===== src/rtl/cpu_run_controller.sv =====
// Load/run lifecycle sequencer for the single-cycle MIPS core: streams a program
// into instruction memory, then gates PC advance in free-run or single-step mode.
module cpu_run_controller #(
  parameter int                    DATA_WIDTH  = 32,
  parameter int                    IMEM_DEPTH  = 43,
  parameter int                    ADDR_WIDTH  = 8,
  parameter logic [DATA_WIDTH-1:0] HALT_WORD   = 32'hFFFFFFFF,
  parameter int                    CYCLE_WIDTH = 32
) (
  input  logic                   clock,
  input  logic                   reset,
  input  logic                   run_switch,
  input  logic                   step_mode,
  input  logic                   step_pulse,
  input  logic                   load_valid,
  output logic                   load_ready,
  input  logic [DATA_WIDTH-1:0]  load_data,
  output logic                   imem_we,
  output logic [ADDR_WIDTH-1:0]  imem_waddr,
  output logic [DATA_WIDTH-1:0]  imem_wdata,
  input  logic [DATA_WIDTH-1:0]  instr,
  output logic                   pc_reset,
  output logic                   cpu_enable,
  output logic                   halted,
  output logic                   err_overflow,
  output logic [2:0]             state,
  output logic [ADDR_WIDTH:0]    loaded_count,
  output logic [CYCLE_WIDTH-1:0] cycle_count
);

  localparam logic [2:0] IDLE  = 3'd0;
  localparam logic [2:0] LOAD  = 3'd1;
  localparam logic [2:0] READY = 3'd2;
  localparam logic [2:0] RUN   = 3'd3;
  localparam logic [2:0] STEP  = 3'd4;
  localparam logic [2:0] HALT  = 3'd5;

  localparam logic [ADDR_WIDTH:0] DEPTH_COUNT = (ADDR_WIDTH + 1)'(IMEM_DEPTH);

  logic [2:0]            next_state;
  logic                  step_q;
  logic                  step_rise;
  logic                  transfer;
  logic                  is_halt;
  logic                  start;
  logic                  enter_load;
  logic [ADDR_WIDTH:0]   count_next;

  assign step_rise  = step_pulse & ~step_q;
  assign load_ready = (state == LOAD);
  assign transfer   = load_ready & load_valid;
  assign is_halt    = (instr == HALT_WORD);
  assign count_next = loaded_count + {{ADDR_WIDTH{1'b0}}, transfer};

  // A word accepted in the same cycle as the start request counts toward the start.
  assign start      = run_switch && (count_next != '0);
  assign enter_load = (state == IDLE) && !run_switch;

  assign imem_we    = transfer;
  assign imem_waddr = loaded_count[ADDR_WIDTH-1:0];
  assign imem_wdata = load_data;

  always_comb begin
    next_state = state;
    case (state)
      IDLE:  if (!run_switch) next_state = LOAD;
      LOAD: begin
        if (start)                          next_state = step_mode ? STEP : RUN;
        else if (count_next == DEPTH_COUNT) next_state = READY;
      end
      READY: if (start) next_state = step_mode ? STEP : RUN;
      RUN: begin
        if (!run_switch)   next_state = IDLE;
        else if (is_halt)  next_state = HALT;
        else if (step_mode) next_state = STEP;
      end
      STEP: begin
        if (!run_switch)    next_state = IDLE;
        else if (is_halt)   next_state = HALT;
        else if (!step_mode) next_state = RUN;
      end
      HALT:  if (!run_switch) next_state = IDLE;
      default: next_state = IDLE;
    endcase
  end

  // Enable is held off while the PC is still pinned at 0 so instruction 0 runs once.
  always_comb begin
    cpu_enable = 1'b0;
    case (state)
      RUN:     cpu_enable = !pc_reset && !is_halt;
      STEP:    cpu_enable = !pc_reset && step_rise && !is_halt;
      default: cpu_enable = 1'b0;
    endcase
  end

  always_ff @(posedge clock or negedge reset) begin
    if (!reset) begin
      state        <= IDLE;
      step_q       <= 1'b0;
      pc_reset     <= 1'b1;
      halted       <= 1'b0;
      err_overflow <= 1'b0;
      loaded_count <= '0;
      cycle_count  <= '0;
    end else begin
      state    <= next_state;
      step_q   <= step_pulse;
      pc_reset <= (state == IDLE) || (state == LOAD) || (state == READY);

      if (enter_load) begin
        loaded_count <= '0;
        halted       <= 1'b0;
        err_overflow <= 1'b0;
      end else begin
        if (transfer)                        loaded_count <= count_next;
        if ((state == READY) && load_valid)  err_overflow <= 1'b1;
        if ((state != HALT) && (next_state == HALT)) halted <= 1'b1;
      end

      if (((state == LOAD) || (state == READY)) && ((next_state == RUN) || (next_state == STEP)))
        cycle_count <= '0;
      else if (cpu_enable && !(&cycle_count))
        cycle_count <= cycle_count + {{(CYCLE_WIDTH-1){1'b0}}, 1'b1};
    end
  end

endmodule

===== config.mk =====
export PLATFORM = sky130hd
export DESIGN_NAME = cpu_run_controller
export DESIGN_NICKNAME = d
export VERILOG_FILES = /design/src/rtl/cpu_run_controller.sv
export SDC_FILE = /design/constraint.sdc
export NUM_CORES = 1
export LEC_CHECK = 0
export CAP_MARGIN = 0
export CORE_MARGIN = 8
export CORE_UTILIZATION = 40
export CTS_BUF_LIST = sky130_fd_sc_hd__clkbuf_2
export DETAILED_ROUTE_END_ITERATION = 16
export GPL_TIMING_DRIVEN = 0
export HOLD_SLACK_MARGIN = 0.05
export PLACE_DENSITY = 0.84
export SYNTH_ARGS = -nofsm -noshare
export SYNTH_HDL_FRONTEND = slang
export SYNTH_SLANG_ARGS = --single-unit

===== constraint.sdc =====
create_clock -name clock -period 5 [get_ports clock]
set_input_delay 1 -clock clock [delete_from_list [all_inputs] [get_ports clock]]
set_output_delay 1 -clock clock [all_outputs]
set_load 0.01 [all_outputs]

==> results by group, run 1 <==
Power and ir drop
  • Proportion of power drawn by the clock network: 0.142
  • Internal portion of total power: around 0.73 mW
  • Power spent charging and discharging nets: between 0.4 and 0.5 mW
  • Gate power share: 0.469
  • Power density over the cells: around 260 mW/mm^2
  • Leakage: ~1.9 nW
  • Reg power frac: 0.388
  • Switching part of the total power: 0.387
  • Worst IR Drop VDD: approximately 0.13 mV

Route
  • Post-DR wirelength/cell: about 17 um
  • Final wirelength: between 10 and 15 mm
  • Post-detailed-route DRC marker count: 0
  • Wire length on met2: 5.05 mm
  • Number of iterations in the first detailed-routing pass: 4
  • Antenna Nets Post-Route: 0
  • Met3 WL post-DR: 671 um
  • Routed via count: around 3,300
  • Top Metal Used: met4
  • Number of design-rule violations left by the first detailed-router iteration: between 150 and 200
  • WL met1: 4.33 mm
  • Post-DR vias/cell: 5.43

STA
  • Unrepaired setup endpoints after global routing: false
  • FMAX: between 200 and 250 MHz
  • Worst relative slew slack: 0.393
  • Number of max-slew violations in the final report: 0
  • Summed negative setup slack over all endpoints: 0 ps
  • Post-layout minimum cycle time: between 4000 and 5000 ps
  • Hold Fails Final Rpt: 0
  • Ratio of final minimum period to clock period: 0.909
  • Slew at the pin closest to its max-slew limit: ~900 ps
  • Worst clock skew: 31.7 ps
  • Final setup violation count: 0

Global route
  • Overall overflow remaining after global route: 0
  • Vias in the first global route: 3,271
  • Number of antenna violations at the first check in global routing: 0
  • GRT Util Overall: 0.175
  • Largest net degree at the start of global routing: 29
  • Wire length of the first global-routing pass: about 16 mm

Layout
  • Layout-stage area growth over the synthesis result: 45.6%
  • Number of inserted filler cells in the final layout: 670
  • Layout cells sized above 1: 0.126
  • Multi-input combinational cell area: around 0.0016 mm^2
  • Post-route design area: 0.00464 mm^2
  • Post-route non-filler standard cell count: between 600 and 700
  • Final layout net count: roughly 570
  • Register area: around 0.0012 mm^2
  • Core Util, Final: 0.601
  • Number of antenna diodes: 0

Clocking
  • Clock sink count: 48
  • Cell chosen for the clock root: clkbuf_2
  • Clock-pin slew reported for the worst setup and hold paths after clock tree synthesis: 250 ps
  • Insertion delay of the later-clocked pin in the worst-skew pair: about 430 ps
  • Post-CTS Resized: 0
  • Number of H-tree branching levels: 2
  • Cts bufs inserted: 5
  • CTS tree: yes
  • Number of buffers on the longest clock path: 2

Critical path
  • Path depth of the worst reg2reg path: 14
  • Worst path slowest cell: dfrtp_1
  • CP dominant cell by count: ha_1
  • Max stage delay on crit path: approximately 650 ps
  • Category of the worst setup path launch point: flip-flop
  • Data required time of the worst path: approximately 5300 ps
  • Maximum fanout along the worst path: 13
  • Data arrival time of the critical path: 4870 ps
  • Type of destination of the critical path: flip-flop
  • Critical-path cell list: clkinv_1 -> and3_1 -> nand2_1 -> clkbuf_1 -> inv_1 -> ha_1 -> ha_1 -> and2_1 -> buf_2 -> a211o_1 -> a2111oi_4 -> a21oi_2 -> o32a_1 -> a22o_1
  • Start-to-end type of the worst setup path: reg -> reg

Yosys
  • Sequential-to-total area share from yosys stat: 0.377
  • Post-Syn Area per Cell: 8.73 um^2
  • Cell count after synthesis: roughly 370
  • Top FF cell, synth: dfrtp_1
  • Number of synthesis warnings: 0
  • Count of flip-flops with a built-in enable after synthesis: 0
  • Mapped Nets: ~440
  • Total standard cell area after synthesis: ~0.0032 mm^2
  • Async SR Flop Fraction: 1.00
  • Synth Register Bits: 48
  • Post-synthesis cell type count: 53

Floorplan
  • Die Width: 105 um
  • Die span in y: approximately 110 um
  • Core footprint: 0.00773 mm^2
  • Die ar.: 0.0111 mm^2
  • Starting density of the core: 0.413
  • Number of core rows: 32
  • Number of I/O pins: 160

Place
  • I/O Buffers: 127
  • Post-placement cell count: around 600
  • DPL Wire Length: approximately 8.1 mm
  • Cell area after placement: roughly 0.0046 mm^2
  • Last weighted congestion value of the routability-driven placer: around 0.92

Run
  • Number of max-cap violations: 0

Run status
  • Status: complete, no violations

Hold path
  • Worst min path class: in -> async
==> repair_timing <==
action	4_1_cts	5_1_grt
endpoints found under the setup margin	0	2
setup buffers	0	0
hold buffers	0	0
hold endpoints to repair	0	0
==> layout make-up <==
type	count	share of cell area
inverters	7	0.00566
plain buffers	59	0.0830
clock buffers	7	0.00755
repair buffers	128	0.277
multi-input cells	250	0.338
well taps	102	0.0275
clock inverters	1	0.00189
flip-flops and latches	48	0.259
==> power by group through the flow <==
stage	Combinational (mW)	Sequential, mW	Clock, mW
final	0.558	0.462	0.169
after global routing	0.607	0.469	0.190
after CTS	0.567	0.457	0.177
after detailed placement	0.565	0.463	0
after global placement	0.549	0.461	0
after floorplan	0.309	0.471	0
==> layer usage <==
metal,vias up,track usage
li1,1570,-
met1,1562,0.214
met2,128,0.311
met3,6,0.0359
met4,0,0.0336
met5,-,0
==> worst max-delay path, delay by kind of cell (launching register included) <==
kind                     cells  cell delay [ps]
flip-flops                   1              650
AND/OR/NAND/NOR              3              500
adder cells (fa/ha/maj)      2              580
AO/OA/AOI/OAI                5             1640
buffers and inverters        4             1090
==> sequential cells by signal, indices dropped and copies added (netlist names) <==
name and flops:
step_q 1, pc_reset 1, loaded_count 9, cycle_count 32, state 3, halted 1, err_overflow 1
==> path summary, 6_finish.rpt <==
| kind | from | end | slack, ps |
|---|---|---|---|
| worst max-delay path | state[1]$_DFF_PN0_ | halted$_DFFE_PN0P_ | 460 |
| worst min-delay path | reset | cycle_count[29]$_DFFE_PN0P_ | 500 |
| worst max register to register | state[1]$_DFF_PN0_ | halted$_DFFE_PN0P_ | 460 |
| worst min register to register | halted$_DFFE_PN0P_ | halted$_DFFE_PN0P_ | 550 |
| max in group asynchronous | reset | cycle_count[16]$_DFFE_PN0P_ | 3980 |
| min in group clock | halted$_DFFE_PN0P_ | halted$_DFFE_PN0P_ | 550 |
==> kinds of logic after synthesis <==
kind of cell | count (synthesis) | synth area share
muxes | 1 | 0.00314
DFF | 48 | 0.377
xor gates and xnor gates | 24 | 0.0659
AOI/OAI and AO/OA | 77 | 0.168
adders and majority gates | 3 | 0.0118
and+or+nand+nor | 145 | 0.244
buffers and inverters | 67 | 0.130
==> cell usage after synthesis, types with 2 or more instances <==
cell type  count  area [um^2]
or4_1          5         37.5
xor2_1        20          175
a21oi_1       18         90.1
and3_1         7         43.8
dfrtp_1       47         1180
a211oi_1       3         22.5
a31oi_1        4         25.0
nand3_1       19         95.1
nand2_1       21         78.8
a41oi_1        2         17.5
buf_4         40          300
nor4_1         3         18.8
o21ai_0       20          100
xnor2_1        4         35.0
and4_1         4         35.0
or3_1          7         43.8
nand4_1       27          169
nor3_1         5         25.0
nand4b_1       5         43.8
nor2_1        33          124
o31ai_1        8         60.1
inv_1          6         22.5
a22o_1         3         26.3
and2_1         4         25.0
o211ai_1       3         22.5
buf_2          5         25.0
ha_1           3         37.5
clkbuf_1      14         52.6
==> stage by stage <==
step           setup WS [ps]  hold WS [ps]  total power, mW
6_report                 456           497             1.19
5_1_grt                  123           487             1.27
4_1_cts                  314           487             1.20
3_5_place_dp             250           495             1.03
3_3_place_gp             288           503             1.01
2_1_floorplan            900           544            0.780
==> layout by cell type (no fill, tap or decap), types with 2 or more instances in the layout <==
| cell type | count |
|---|---|
| clkdlybuf4s50_1 | 126 |
| dfrtp_1 | 47 |
| buf_4 | 40 |
| nor2_1 | 33 |
| nand4_1 | 27 |
| nand2_1 | 21 |
| xor2_1 | 20 |
| o21ai_0 | 20 |
| nand3_1 | 19 |
| a21oi_1 | 18 |
| clkbuf_1 | 13 |
| o31ai_1 | 8 |
| and3_1 | 7 |
| or3_1 | 7 |
| clkbuf_2 | 7 |
| buf_2 | 6 |
| inv_1 | 6 |
| nor3_1 | 5 |
| nand4b_1 | 5 |
| or4_1 | 5 |
| and4_1 | 4 |
| a31oi_1 | 4 |
| and2_1 | 4 |
| xnor2_1 | 4 |
| a211oi_1 | 3 |
| nor4_1 | 3 |
| o211ai_1 | 3 |
| a22o_1 | 3 |
| ha_1 | 3 |
| a41oi_1 | 2 |
No activity file was read; power rests on OpenSTA's default activity.
==> run 2: changes to the inputs <==
--- a/config.mk
+++ b/config.mk
@@ -7,12 +7,12 @@
 export LEC_CHECK = 0
 export CAP_MARGIN = 0
 export CORE_MARGIN = 8
-export CORE_UTILIZATION = 40
+export CORE_UTILIZATION = 29
 export CTS_BUF_LIST = sky130_fd_sc_hd__clkbuf_2
 export DETAILED_ROUTE_END_ITERATION = 16
 export GPL_TIMING_DRIVEN = 0
 export HOLD_SLACK_MARGIN = 0.05
-export PLACE_DENSITY = 0.84
+export PLACE_DENSITY = 0.65
 export SYNTH_ARGS = -nofsm -noshare
 export SYNTH_HDL_FRONTEND = slang
 export SYNTH_SLANG_ARGS = --single-unit
==> results by group, run 2 (synthesized netlist as in run 1, its figures left out) <==
Clocking
  • Insertion delay of the later-clocked pin in the worst-skew pair: around 430 ps
  • Cts bufs inserted: 5
  • Clock sink count: 48
  • Cell chosen for the clock root: clkbuf_2
  • Number of H-tree branching levels: 2
  • Number of buffers on the longest clock path: 2
  • Post-CTS Hold Fix Bufs: 0
  • Post-CTS Resized: 0
  • Number of post-CTS setup repair buffers: 0
  • CTS tree: yes
  • Clock-pin slew reported for the worst setup and hold paths after clock tree synthesis: between 200 and 300 ps

Layout
  • Number of inserted filler cells in the final layout: ~1,100
  • Register area: between 0.001 and 0.0015 mm^2
  • Number of antenna diodes: 0
  • Most common cell after layout, fill and taps aside: clkdlybuf4s50_1
  • Multi-input combinational cell area: approximately 0.0016 mm^2
  • Commonest cells after routing, fill and taps aside: 126 x clkdlybuf4s50_1, 47 x dfrtp_1, 40 x buf_4
  • Layout cells sized above 1: 0.124
  • Biggest register: cycle_count
  • Final layout net count: between 500 and 600
  • Largest registers: cycle_count (32), loaded_count (9), state (3)
  • Number of flip-flops in the largest register: 32
  • Layout-stage area growth over the synthesis result: 47.0%
  • Post-route non-filler standard cell count: 640

Route
  • Routed via count: between 3,000 and 4,000
  • Post-DR wirelength/cell: 15.8 um
  • Post-DR vias/cell: 5.09
  • Antenna Nets Post-Route: 0
  • Post-detailed-route DRC marker count: 0
  • Number of iterations in the first detailed-routing pass: 4
  • Number of design-rule violations left by the first detailed-router iteration: 135
  • Final wirelength: 10.1 mm

Floorplan
  • Core footprint: 0.0108 mm^2
  • Die span in y: approximately 120 um
  • Die Width: between 100 and 150 um
  • Number of I/O pins: 160
  • Number of core rows: 38
  • Die ar.: 0.0146 mm^2
  • Starting density of the core: 0.295

STA
  • Post-layout minimum cycle time: roughly 4500 ps
  • FMAX: ~220 MHz
  • Summed negative setup slack over all endpoints: 0 ps
  • Unrepaired setup endpoints after global routing: false
  • Final setup violation count: 0
  • Ratio of final minimum period to clock period: 0.909
  • Worst clock skew: between 20 and 30 ps
  • Worst relative slew slack: 0.380
  • Hold WS: approximately 520 ps
  • Number of max-slew violations in the final report: 0
  • Slew at the pin closest to its max-slew limit: a little over 900 ps
  • Hold Fails Final Rpt: 0

Global route
  • Number of antenna violations at the first check in global routing: 0
  • Vias in the first global route: slightly above 3,000
  • Overall overflow remaining after global route: 0
  • GRT Util Overall: 0.130
  • Largest net degree at the start of global routing: 26
  • Wire length of the first global-routing pass: between 15 and 20 mm

Critical path
  • Critical-path cell list: clkbuf_1 -> inv_2 -> and3_1 -> nand2_1 -> clkbuf_1 -> inv_1 -> ha_1 -> ha_1 -> and2_1 -> buf_2 -> a211o_1 -> a2111oi_4 -> a21oi_2 -> o32a_1 -> a22o_1
  • Register-to-register setup slack: about 460 ps
  • Worst path slowest cell: a2111oi_4
  • Max stage delay on crit path: between 500 and 600 ps
  • CP Depth: 15
  • Data required time of the worst path: roughly 5300 ps
  • Total buffers and inverters traversed by the critical path: 5
  • Category of the worst setup path launch point: flip-flop
  • Type of destination of the critical path: flip-flop
  • Start-to-end type of the worst setup path: reg -> reg
  • Data arrival time of the critical path: 4870 ps
  • Maximum fanout along the worst path: 10
  • Path depth of the worst reg2reg path: 15
  • Critical path's top delay family: compound AO/OA/AOI/OAI gates

Hold path
  • Worst min path class: in -> async

Power and ir drop
  • Power density over the cells: around 250 mW/mm^2
  • Power after layout: between 1 and 1.5 mW
  • Leakage: 1.89 nW
  • Worst IR Drop VDD: ~0.095 mV

Place
  • Last weighted congestion value of the routability-driven placer: 0.816
  • DPL Wire Length: between 7 and 8 mm
  • Post-placement cell count: around 630
  • I/O Buffers: between 100 and 150

Run status
  • Status: complete, no violations

Run
  • Number of max-cap violations: 0
-- run 2: through the flow --
stage	utilization	setup slack, ps	cell area [um^2]
2_1_floorplan	-	900	3190
3_3_place_gp	0.429	249	4630
3_5_place_dp	0.431	181	4650
4_1_cts	0.434	220	4690
5_1_grt	0.434	108	4690
6_report	0.434	456	4690
-- run 2: power by group --
part	internal (mW)	switching, mW
combinational	0.267	0.299
sequential	0.423	0.0351
clock	0.0314	0.131
total	0.722	0.465
-- run 2: path summary, 6_finish.rpt --
kind / start / to
worst max-delay path: state[1]$_DFF_PN0_ / halted$_DFFE_PN0P_
worst min-delay path: reset / loaded_count[7]$_DFFE_PN0P_
worst max register to register: state[1]$_DFF_PN0_ / halted$_DFFE_PN0P_
worst min register to register: loaded_count[8]$_DFFE_PN0P_ / loaded_count[8]$_DFFE_PN0P_
max in group asynchronous: reset / cycle_count[30]$_DFFE_PN0P_
min in group clock: loaded_count[8]$_DFFE_PN0P_ / loaded_count[8]$_DFFE_PN0P_
-- run 2: area by class of cell --
class,count,area share
multi-input combinational,250,0.335
timing repair buffer,128,0.274
sequential,48,0.257
buffer,60,0.0830
tap,140,0.0374
inverter,7,0.00561
clock buffer,5,0.00534
clock inverter,2,0.00267
-- run 2: routing by layer --
layer / vias to the layer above / routed length (um) / global-route usage
met2: 152 / 4610 / 0.211
met3: 6 / 936 / 0.0419
met4: 0 / 70 / 0.0265
met5: - / 0 / 0
li1: 1571 / - / -
met1: 1527 / 4470 / 0.166
==> variant (settings of run 2) <==
Change the parameter `ADDR_WIDTH` from 8 to 7.
--- a/src/rtl/cpu_run_controller.sv
+++ b/src/rtl/cpu_run_controller.sv
@@ -3,7 +3,7 @@
 module cpu_run_controller #(
   parameter int                    DATA_WIDTH  = 32,
   parameter int                    IMEM_DEPTH  = 43,
-  parameter int                    ADDR_WIDTH  = 8,
+  parameter int                    ADDR_WIDTH  = 7,
   parameter logic [DATA_WIDTH-1:0] HALT_WORD   = 32'hFFFFFFFF,
   parameter int                    CYCLE_WIDTH = 32
 ) (
Interface: changed (resized imem_waddr and loaded_count); port bits go from 160 to 158. No check against the original RTL was run, so the function may have changed too.
==> variant against run 2 <==
  * Clock skew hardly changed
  * Sequential cell count is 1 lower
  * Synthesized area is 8.2% lower
  * Final area is 5.4% lower
  * Clock power is 29% higher
  * Count of clock-buffer cells in the layout stayed put
  * Worst hold slack worse by 92 ps
  * Routed wire length is 11% lower
  * Worst setup slack better by 270 ps
  * Total power is 7.0% lower
  * Maximum frequency is 6.2% higher
  * Cell count is 4.5% lower
  * Via count is 12% lower
  * Critical path type unchanged
  * Critical endpoint is now cycle_count[2]$_DFFE_PN0P_
  * Largest power group unchanged
  * Highest routed layer unchanged
==> variant: results (changes against run 2) <==
drt via density=4.68 (-8.1%); relative slew slack=54.6% (+17 points); # nets final=550 (-4.0%); GR Util met1=14.7% (-1.9 points); Final Skew=27.5 ps (+0.408 ps); dominant cells by area after synthesis=dfrtp_1 (39%), buf_4 (10%), xnor2_1 (9.3%); met2 usage=21.4% (+0.24 points); CTS Buffer Depth=2 (unchanged); post-cts resize count=0 (unchanged); Setup Buffers After CTS=0 (unchanged); Metal-1 WL=3670 um (-18%); Placed Cells=602 (-4.9%); total track usage=12.7% (-0.28 points); reg2reg path depth=14 (-1); Critical Path Slowest Stage Cell=nor3_1; DP Area=4360 um2 (-6.2%); fin crit share=85.6% (-5.3 points); Reg clk slew, reported paths=240 ps (-20 ps); CP max stage delay=580 ps (+20 ps); via count of the routed design=2,858 (-12%); post-synthesis net count=417 (-4.8%); GR Util met3=4.45% (+0.26 points); initial DRC count=92 (-32%); total wire length=8990 um (-11%); Leak Pwr=1.80 nW (-4.7%); gpl congestion=0.858 (+5.2%); initial antenna violation count=1 (+1); top flop regs=cycle_count: 32 flops, loaded_count: 8 flops, state: 3 flops; vias in the first global route=2,781 (-8.6%); reg-to-reg critical path endpoint=cycle_count[2]$_DFFE_PN0P_; worst reg-to-reg setup slack=720 ps (+270 ps); Crit Path Class=flop to flop; Synth Instances=343 (-6.0%); met3 routed WL=1070 um (+14%); worst vdd ir=141 uV (+49%); DP Worst Slack=404 ps (+223 ps); DR pass1 iterations=4 (unchanged); IO Port Bufs=125 (-1.6%); final hold slack=431 ps (-91.8 ps); dpl hpwl=7330 um (-8.0%); WL met2=4110 um (-11%); FILL cells=970 (-7.6%); largest net degree at the start of global routing=38 (+46%); CP delay by family, top=simple AND/OR/NAND/NOR gates; count of different cell masters after synthesis=49 (-7.5%); TritonCTS Buffers=5 (unchanged); Arr. time, crit path=4590 ps (-280 ps); Clk Latency, worst-skew pair=410 ps (-20 ps); run status=finished clean; first-pass GRT wire length=13,900 um (-12%); YS warnings=0 (unchanged); most common library cells after synthesis=nor2_1 (68), dfrtp_1 (46), buf_4 (39); fraction of layout cells with a size suffix above 1=12.2% (-0.24 points); register area share after synthesis=40.2% (+2.5 points); HP Class=primary input to asynchronous set/reset pin; worst r2r src=state[0]$_DFF_PN0_
[variant: logic make-up after synthesis]
kind of cell,share of synthesized area (%)
flip-flops,40.2
AO/OA/AOI/OAI,7.74
adder cells (fa/ha/maj),1.71
AND/OR/NAND/NOR,25.6
multiplexers,1.07
XOR/XNOR,10.5
buffers and inverters,13.2
[variant: final cells by class]
class	count	area (um2)	area share [%]
plain buffers	50	339	7.65
multi-input cells	233	1360	30.7
well taps	133	166	3.75
diodes	1	2.50	0.0565
clock inverters	3	43.8	0.988
inverters	13	48.8	1.10
clock buffers	5	25.0	0.565
flip-flops and latches	47	1180	26.6
repair buffers	126	1270	28.6
[variant: where the power goes]
group          internal (mW)  switching [mW]
clock                 0.0848           0.127
combinational          0.223           0.230
sequential             0.411          0.0284
total                  0.719           0.385
